--- config.mk ---
export PLATFORM = sky130hd
export DESIGN_NAME = fccc_clken_gen
export DESIGN_NICKNAME = d
export VERILOG_FILES = /design/src/rtl/fccc_clken_gen.sv
export SDC_FILE = /design/constraint.sdc
export NUM_CORES = 1
export LEC_CHECK = 0
export CORE_UTILIZATION = 55
export DETAILED_ROUTE_END_ITERATION = 10
export GPL_TIMING_DRIVEN = 1
export PLACE_DENSITY = 0.77
export SETUP_SLACK_MARGIN = 0.3
export SYNTH_ARGS = -nofsm -noshare
export SYNTH_HDL_FRONTEND = slang
export SYNTH_SLANG_ARGS = --single-unit
--- constraint.sdc ---
create_clock -name CLK -period 3.51 [get_ports CLK]
set_input_delay 0.8775 -clock CLK [delete_from_list [all_inputs] [get_ports CLK]]
set_output_delay 0.8775 -clock CLK [all_outputs]
set_load 0.01 [all_outputs]
--- src/rtl/fccc_clken_gen.sv ---
// rtl/fccc_clken_gen.sv - lock-qualified multi-channel clock-enable generator on FCCC GL0
// Optional feature: define FCCC_LOCK_LOSS_CNT_EN to add the saturating LOSS_CNT output.
module fccc_clken_gen #(
    parameter int NUM_CH             = 4,
    parameter int DIV_W              = 8,
    parameter int LOCK_STABLE_CYCLES = 256
) (
    input  logic                      CLK,
    input  logic                      RESET,
    input  logic                      LOCK,
    input  logic [NUM_CH*DIV_W-1:0]   DIV_RATIO,
    output logic [NUM_CH-1:0]         CLK_EN,
    output logic                      LOCK_OK,
    output logic [1:0]                STATE
`ifdef FCCC_LOCK_LOSS_CNT_EN
    ,
    output logic [7:0]                LOSS_CNT
`endif
);

    localparam int SW = (LOCK_STABLE_CYCLES > 1) ? $clog2(LOCK_STABLE_CYCLES) : 1;
    localparam logic [SW-1:0] STAB_LAST = SW'(LOCK_STABLE_CYCLES - 1);

    typedef enum logic [1:0] {
        ST_WAIT_LOCK = 2'd0,
        ST_STABILIZE = 2'd1,
        ST_RUN       = 2'd2
    } state_t;

    state_t            state_q;
    logic              sync1_q;
    logic              lock_s_q;
    logic [SW-1:0]     stab_cnt_q;
    logic [NUM_CH-1:0] clk_en_q;

    logic [DIV_W-1:0]  ratio_in [NUM_CH];
    logic [DIV_W-1:0]  cnt_q    [NUM_CH];
    logic [DIV_W-1:0]  cnt_d    [NUM_CH];
    logic [DIV_W-1:0]  ratio_q  [NUM_CH];
    logic [DIV_W-1:0]  ratio_d  [NUM_CH];
    logic [NUM_CH-1:0] en_d;
    logic [NUM_CH-1:0] entry_en;

`ifdef FCCC_LOCK_LOSS_CNT_EN
    logic [7:0]        loss_cnt_q;
`endif

    // Ratios 0 and 1 both mean "every cycle", so they count as last-of-period always.
    function automatic logic at_last(input logic [DIV_W-1:0] c, input logic [DIV_W-1:0] r);
        return (r <= DIV_W'(1)) || (c == r - DIV_W'(1));
    endfunction

    always_comb begin
        en_d     = '0;
        entry_en = '0;
        for (int i = 0; i < NUM_CH; i++) begin
            ratio_in[i] = DIV_RATIO[i*DIV_W +: DIV_W];
            entry_en[i] = at_last('0, ratio_in[i]);
            // A new ratio is only taken at a period boundary, so periods are never cut short.
            if (at_last(cnt_q[i], ratio_q[i])) begin
                cnt_d[i]   = '0;
                ratio_d[i] = ratio_in[i];
            end else begin
                cnt_d[i]   = cnt_q[i] + DIV_W'(1);
                ratio_d[i] = ratio_q[i];
            end
            en_d[i] = at_last(cnt_d[i], ratio_d[i]);
        end
    end

    always_ff @(posedge CLK) begin
        if (RESET) begin
            state_q    <= ST_WAIT_LOCK;
            sync1_q    <= 1'b0;
            lock_s_q   <= 1'b0;
            stab_cnt_q <= '0;
            clk_en_q   <= '0;
            for (int i = 0; i < NUM_CH; i++) begin
                cnt_q[i]   <= '0;
                ratio_q[i] <= '0;
            end
`ifdef FCCC_LOCK_LOSS_CNT_EN
            loss_cnt_q <= '0;
`endif
        end else begin
            sync1_q  <= LOCK;
            lock_s_q <= sync1_q;
            case (state_q)
                ST_WAIT_LOCK: begin
                    stab_cnt_q <= '0;
                    clk_en_q   <= '0;
                    if (lock_s_q) begin
                        state_q <= ST_STABILIZE;
                    end
                end
                ST_STABILIZE: begin
                    clk_en_q <= '0;
                    if (!lock_s_q) begin
                        state_q    <= ST_WAIT_LOCK;
                        stab_cnt_q <= '0;
                    end else if (stab_cnt_q == STAB_LAST) begin
                        // Entering RUN: every channel restarts together, giving phase alignment.
                        state_q    <= ST_RUN;
                        stab_cnt_q <= '0;
                        clk_en_q   <= entry_en;
                        for (int i = 0; i < NUM_CH; i++) begin
                            cnt_q[i]   <= '0;
                            ratio_q[i] <= ratio_in[i];
                        end
                    end else begin
                        stab_cnt_q <= stab_cnt_q + SW'(1);
                    end
                end
                ST_RUN: begin
                    if (!lock_s_q) begin
                        state_q  <= ST_WAIT_LOCK;
                        clk_en_q <= '0;
`ifdef FCCC_LOCK_LOSS_CNT_EN
                        if (loss_cnt_q != 8'hFF) begin
                            loss_cnt_q <= loss_cnt_q + 8'd1;
                        end
`endif
                    end else begin
                        clk_en_q <= en_d;
                        for (int i = 0; i < NUM_CH; i++) begin
                            cnt_q[i]   <= cnt_d[i];
                            ratio_q[i] <= ratio_d[i];
                        end
                    end
                end
                default: begin
                    state_q  <= ST_WAIT_LOCK;
                    clk_en_q <= '0;
                end
            endcase
        end
    end

    assign CLK_EN  = clk_en_q;
    assign LOCK_OK = (state_q == ST_RUN);
    assign STATE   = state_q;
`ifdef FCCC_LOCK_LOSS_CNT_EN
    assign LOSS_CNT = loss_cnt_q;
`endif

endmodule

==> results of run 1 <==
per-layer routing:
layer  share of wire  routed length, um  global-route usage  vias up
met3           0.063               1120              0.0384       41
li1                -                  -                   -     2906
met4           0.025                437              0.0996        0
met1            0.43               7520               0.358     2874
met2            0.49               8580               0.458      243
met5               0                  0                   0        -
worst max-delay path: cells and delay by family (launching register included):
kind                       cells  cell delay [ns]
AOI/OAI and AO/OA              8             1.36
buffers and inverters          5             0.47
xor gates and xnor gates       1             0.13
muxes                          1             0.33
DFF                            1             0.51
adders and majority gates      2             0.39
kinds of logic after synthesis:
| logic type | Yosys count |
|---|---|
| adders and majority gates | 24 |
| AOI/OAI and AO/OA | 152 |
| muxes | 28 |
| xor gates and xnor gates | 106 |
| and+or+nand+nor | 317 |
| buffers and inverters | 61 |
| DFF | 80 |
worst min-delay path by stage:
stage | startpoint | to | slack (ns) | cells past startpoint
5_1_grt | sync1_q$_SDFF_PP0_ | lock_s_q$_SDFF_PP0_ | 0.47 | 1
3_3_place_gp | sync1_q$_SDFF_PP0_ | lock_s_q$_SDFF_PP0_ | 0.43 | 1
3_5_place_dp | sync1_q$_SDFF_PP0_ | lock_s_q$_SDFF_PP0_ | 0.44 | 1
6_report | sync1_q$_SDFF_PP0_ | lock_s_q$_SDFF_PP0_ | 0.45 | 1
2_1_floorplan | sync1_q$_SDFF_PP0_ | lock_s_q$_SDFF_PP0_ | 0.41 | 1
4_1_cts | sync1_q$_SDFF_PP0_ | lock_s_q$_SDFF_PP0_ | 0.45 | 1
layout make-up:
| cell class | count | area [sq um] |
|---|---|---|
| clock inverters | 5 | 58.8 |
| clock buffers | 11 | 233 |
| multi-input cells | 627 | 4390 |
| flip-flops and latches | 80 | 2160 |
| inverters | 21 | 78.8 |
| well taps | 143 | 179 |
| fillers | 872 | 3470 |
| repair buffers | 105 | 893 |
flip-flops by register name (all words and copies together) (netlist names):
name and cells:
sync1_q 1, stab_cnt_q 8, cnt_q 32, STATE 2, lock_s_q 1, CLK_EN 4
ratio_q 32
cells in the final DEF (no fill, tap or decap), types with 7 or more instances in the layout:
master and n:
and2_1 7, buf_4 62, clkdlybuf4s50_1 40, mux2i_1 15, xor2_1 33, nand3b_1 7
nor2_1 125, a31oi_1 8, xnor2_1 66, nor2b_1 10, a22oi_1 24, ha_1 18
clkbuf_16 9, dfxtp_1 24, nand3_1 32, inv_1 15, and3_1 10, or3_1 10
nand2_1 46, a21oi_1 29, nor3_1 22, o21ai_0 24, edfxtp_1 56, o21ai_1 9
metrics by stage:
stage               hold WS (ns)  cells  utilization  worst slack [ns]
global placement           0.435    941        0.624             0.216
floorplan                  0.414    768            -             0.304
detailed placement         0.441    941        0.624            0.0246
global route               0.466    992        0.697             0.118
CTS                        0.451    970        0.662             0.292
finish                     0.451    992        0.697             0.225
power groups by stage:
stage	combinational, uW	clock [uW]	sequential (uW)
after floorplan	252	0	1070
after global placement	356	0	1080
after detailed placement	363	0	1080
after CTS	380	942	1060
after global routing	465	979	1070
final	431	940	1070
what timing repair did:
item	4_1_cts	5_1_grt
setup endpoints to repair	4	5
gates resized for setup	11	48
buffers inserted	13	22
pin swaps	10	25
==> impl_metrics.csv, run 1 <==
group,metric,value,unit
synth,ys_top_cells_by_area,"edfxtp_1 (26%), xnor2_1 (9.2%), dfxtp_1 (7.4%)",
sta,finClkSkew,0.0122,ns
synth,synthSimpleGateAreaFrac,0.236,
critical_path,cp-end-kind,"register",
cts,cts_tree,"done",
grt,antenna_found_initial,0,
sta,fin_crit,3.28,ns
critical_path,cpMostUsedCell,"buf_4",
cts,cts_made_buffers,9,
sta,rsz0062_at_grt,"true",
synth,synth_edf_count,56,
sta,fmax,304,MHz
synth,synth_top_family_by_area,"simple AND/OR/NAND/NOR gates",
drt,via_per_inst,6.11,
cts,clk_path_buf_depth,2,
sta,setup_viol,0,
synth,synth_top_area_frac,0.259,
synth,yosys_warnings,0,
synth,synth_seq_cells,80,
power_and_ir_drop,peakVddDrop,0.211,mV
synth,ys.flop_type,"edfxtp_1",
synth,synth.distinct_cells,63,
power_and_ir_drop,internal_power,1790,uW
cts,hold_buffers,0,
drt,routed_wl,17700,um
layout,area_growth,23.3,%
critical_path,slowest_delay,0.51,ns
cts,clock-sinks,80,
critical_path,startpoint,"ratio_q[2][0]$_DFFE_PP_",
power_and_ir_drop,comb_power_share,0.177,
job,drv_cap,0,
power_and_ir_drop,p_clk_frac,0.386,
layout,num-nets-final,903,
drt,ant_nets,0,
grt,grt_pass1_wl,27300,um
synth,synth.top_cells.by_count,"nor2_1 (128), xnor2_1 (68), edfxtp_1 (56)",
critical_path,rr_endpoint,"CLK_EN[2]$_SDFF_PP0_",
drt,drt_pass1_iterations,5,
critical_path,critPathRequiredTime,3.74,ns
synth,async_flop_share,0,
synth,synth-compound-area-share,0.156,
sta,tns,0,ns
sta,worst_pin_slew,0.708,ns
synth,yosys.area_share.adder,0.0463,
floorplanning,die_y,111,um
hold_path,hold_class,"register to register",
outcome,run_status,"finished clean",
sta,period_share,0.936,
synth,netlist_area,6490,sq um
critical_path,worst_setup_path_start_kind,"register",
power_and_ir_drop,p_total,2440,uW
synth,synth_mux_area_frac,0.0451,
critical_path,crit_end,"CLK_EN[2]$_SDFF_PP0_",
synth,synthXorXnorAreaFrac,0.145,
critical_path,arrival,3.51,ns
floorplanning,core.rowCount,39,
critical_path,r2r_cells,17,
power_and_ir_drop,sequentialPowerShare,0.437,
drt,drcViolationCount,0,
synth,synth.most_common_cell,"nor2_1",
critical_path,crit_chain,"inv_2 > ha_4 > xnor2_1 > a31oi_1 > a2bb2oi_1 > o21ai_0 > a21oi_2 > mux2i_2 > buf_4 > buf_4 > buf_4 > inv_1 > ha_1 > o21ai_1 > o22ai_1 > a32oi_1 > o21ai_0",
synth,yosys.area.top_type,"edfxtp_1",
grt,grt_pass1_vias,5685,
synth,netlist_instances,768,
synth,synth_fp_nets,827,
cts,clk_pin_slew,0.07,ns
layout,diodes,0,
critical_path,r2r_start,"ratio_q[2][0]$_DFFE_PP_",
power_and_ir_drop,power_leakage,0.00291,uW
floorplanning,core,11500,sq um
place,gp_congestion,0.917,
power_and_ir_drop,swShare,0.266,
cts,cts.htree.levels,3,
grt,grt_max_degree,51,
critical_path,slowest_stage,"edfxtp_1",
sta,maxSlewHeadroom,0.516,
grt,grtUsageTotal,0.273,
floorplanning,die_area,12200,sq um
cts,worstSkewPairLatency,0.34,ns
critical_path,cp_max_fo,6,
floorplanning,fp.dieW,111,um
power_and_ir_drop,p_switching,648,uW
grt,grt-ovfl-total,0,
critical_path,critical_path_class,"register to register",
layout,postLayoutCellArea,8000,sq um
drt,routed-via-count,6064,
drt,wl_per_cell,17.8,um
floorplanning,start_util,0.566,
place,dpl.hpwl,12100,um
synth,synth.avg_cell_area,8.45,sq um
critical_path,rrSetupSlack,0.23,ns
sta,drv_slew,0,
floorplanning,io_pins,42,
synth,seq_area_frac_synth,0.333,
layout,drive_gt1_frac,0.170,
drt,drtIter0Drc,463,
place,post_dp_cell_area,7160,sq um
place,io_buffers,41,
cts,root_buffer,"clkbuf_16",
sta,hold_viol_final,0,
power_and_ir_drop,power_density,305,nW/um^2
(Power assumes the default switching activity.)
==> run 2: changes to the inputs <==
--- a/config.mk
+++ b/config.mk
@@ -5,7 +5,9 @@
 export SDC_FILE = /design/constraint.sdc
 export NUM_CORES = 1
 export LEC_CHECK = 0
+export CORE_ASPECT_RATIO = 0.9
 export CORE_UTILIZATION = 55
+export CTS_CLUSTER_SIZE = 20
 export DETAILED_ROUTE_END_ITERATION = 10
 export GPL_TIMING_DRIVEN = 1
 export PLACE_DENSITY = 0.77
==> run 2 against run 1 <==
Clock power down 3.1%. Core utilization fell by 1.3 points. Clock-buffer cell count up 1. Sequential power about the same. Maximum frequency grew 1.1%. Critical path depth unchanged. Largest power group unchanged. Global-route usage up 1.5 points. Worst setup slack better by 0.036 ns. Register-to-register slack better by 0.04 ns. Sequential share of layout area grew 0.48 points.
==> impl_metrics.csv, run 2 (synthesized netlist as in run 1, its figures left out) <==
group,metric,value,unit
drt,routed_wl,17100,um
drt,via_per_inst,6.15,
drt,routed-via-count,6108,
critical_path,worst_setup_path_start_kind,"register",
critical_path,cp-end-kind,"register",
floorplanning,core.rowCount,37,
floorplanning,start_util,0.565,
grt,antenna_found_initial,0,
floorplanning,core,11500,sq um
layout,postLayoutCellArea,7860,sq um
sta,worst_pin_slew,0.701,ns
cts,cts.htree.levels,3,
cts,worstSkewPairLatency,0.35,ns
sta,fmax,308,MHz
cts,root_buffer,"clkbuf_16",
layout,drive_gt1_frac,0.155,
place,post_dp_cell_area,7140,sq um
place,gp_congestion,0.938,
critical_path,critical_path_class,"register to register",
place,io_buffers,41,
critical_path,cp_max_fo,6,
drt,ant_nets,0,
layout,area_growth,21.1,%
floorplanning,die_area,12200,sq um
job,drv_cap,0,
sta,fin_crit,3.25,ns
sta,rsz0062_at_grt,"true",
cts,clk_pin_slew,0.06,ns
drt,drt_pass1_iterations,8,
layout,diodes,0,
layout,post-route-util,0.685,
sta,period_share,0.926,
hold_path,hold_class,"register to register",
sta,setup_viol,0,
sta,whs,0.465,ns
floorplanning,die_y,105,um
grt,grt-ovfl-total,0,
cts,clock-sinks,80,
power_and_ir_drop,peakVddDrop,0.200,mV
outcome,run_status,"finished clean",
cts,clk_path_buf_depth,2,
place,pre_cts_ws,0.00204,ns
layout,num-nets-final,891,
power_and_ir_drop,power_density,305,nW/um^2
drt,wl_per_cell,17.2,um
power_and_ir_drop,power_leakage,0.00285,uW
floorplanning,io_pins,42,
critical_path,arrival,3.52,ns
sta,hold_viol_final,0,
sta,finClkSkew,0.00731,ns
cts,cts_made_buffers,9,
grt,grt_pass1_vias,5692,
drt,drtIter0Drc,652,
drt,drcViolationCount,0,
layout,final_common_cell,"nor2_1",
floorplanning,fp.dieW,116,um
critical_path,critPathRequiredTime,3.79,ns
cts,cts_tree,"done",
place,dpl.hpwl,12000,um
layout,final_cell_mix,"nor2_1 (124), xnor2_1 (64), edfxtp_1 (56)",
grt,grt_max_degree,51,
sta,tns,0,ns
sta,drv_slew,0,
sta,setup_ws,0.261,ns
sta,maxSlewHeadroom,0.533,
grt,grt_pass1_wl,27800,um
layout,reg_top3,"cnt_q (32), ratio_q (32), stab_cnt_q (8)",
layout,filler_cell_count,925,
grt,grtUsageTotal,0.288,
[run 2: cell types whose count changed in the layout (fill, tap and decap cells not counted), moves of 2 or more]
cell,before,now
xnor2_2,1,4
buf_4,62,50
xor2_1,33,37
xnor2_1,66,64
xor2_2,3,0
[run 2: area by class of cell]
class	count	area, sq um	area share
multi-input combinational	627	4330	0.551
inverter	21	78.8	0.0100
tap	156	195	0.0248
clock inverter	4	28.8	0.00366
sequential	80	2160	0.275
clock buffer	12	258	0.0328
timing repair buffer	93	803	0.102
[run 2: where the power goes]
group	switching [uW]	leakage (uW)	internal, uW
logic	220	0.00195	197
registers	34.3	0.000772	1030
clock network	389	0.000134	523
[run 2: stage by stage]
| stage | instances | power, uW |
|---|---|---|
| final | 993 | 2390 |
| after global routing | 993 | 2480 |
| after global placement | 949 | 1430 |
| after floorplan | 768 | 1320 |
| after CTS | 980 | 2370 |
| after detailed placement | 949 | 1440 |
[run 2: worst paths after layout]
path | startpoint | to | slack, ns | cells after the start
hold / removal | sync1_q$_SDFF_PP0_ | lock_s_q$_SDFF_PP0_ | 0.47 | 1
hold reg to reg | sync1_q$_SDFF_PP0_ | lock_s_q$_SDFF_PP0_ | 0.47 | 1
setup reg to reg | ratio_q[2][0]$_DFFE_PP_ | CLK_EN[2]$_SDFF_PP0_ | 0.26 | 17
setup / recovery | ratio_q[2][0]$_DFFE_PP_ | CLK_EN[2]$_SDFF_PP0_ | 0.26 | 17
[run 2: metal layers]
metal / GRT usage / routed length [um]
met1: 0.400 / 7600
met4: 0.0952 / 396
met3: 0.0510 / 1190
met5: 0 / 0
met2: 0.450 / 7920
[run 2: repair_timing]
action                                  CTS  global route
pin swaps                                13            28
hold buffers                              0             0
gates resized for setup                  18            34
endpoints found under the setup margin    4             4
buffers inserted                         15            13
[run 2: worst max-delay path: stages, from the launching register on]
cell and delay (ns):
edfxtp_1 0.42, inv_1 0.11, ha_4 0.19, nor4b_1 0.14, a31oi_1 0.15, a2bb2oi_1 0.15
o21ai_0 0.11, a21oi_2 0.30, mux2i_2 0.32, ha_2 0.29, nand3_1 0.08, o21ai_0 0.08
o21ai_0 0.10, o21ai_0 0.08, nor2_1 0.06, a2111oi_1 0.32, mux2i_1 0.12, o21ai_1 0.14
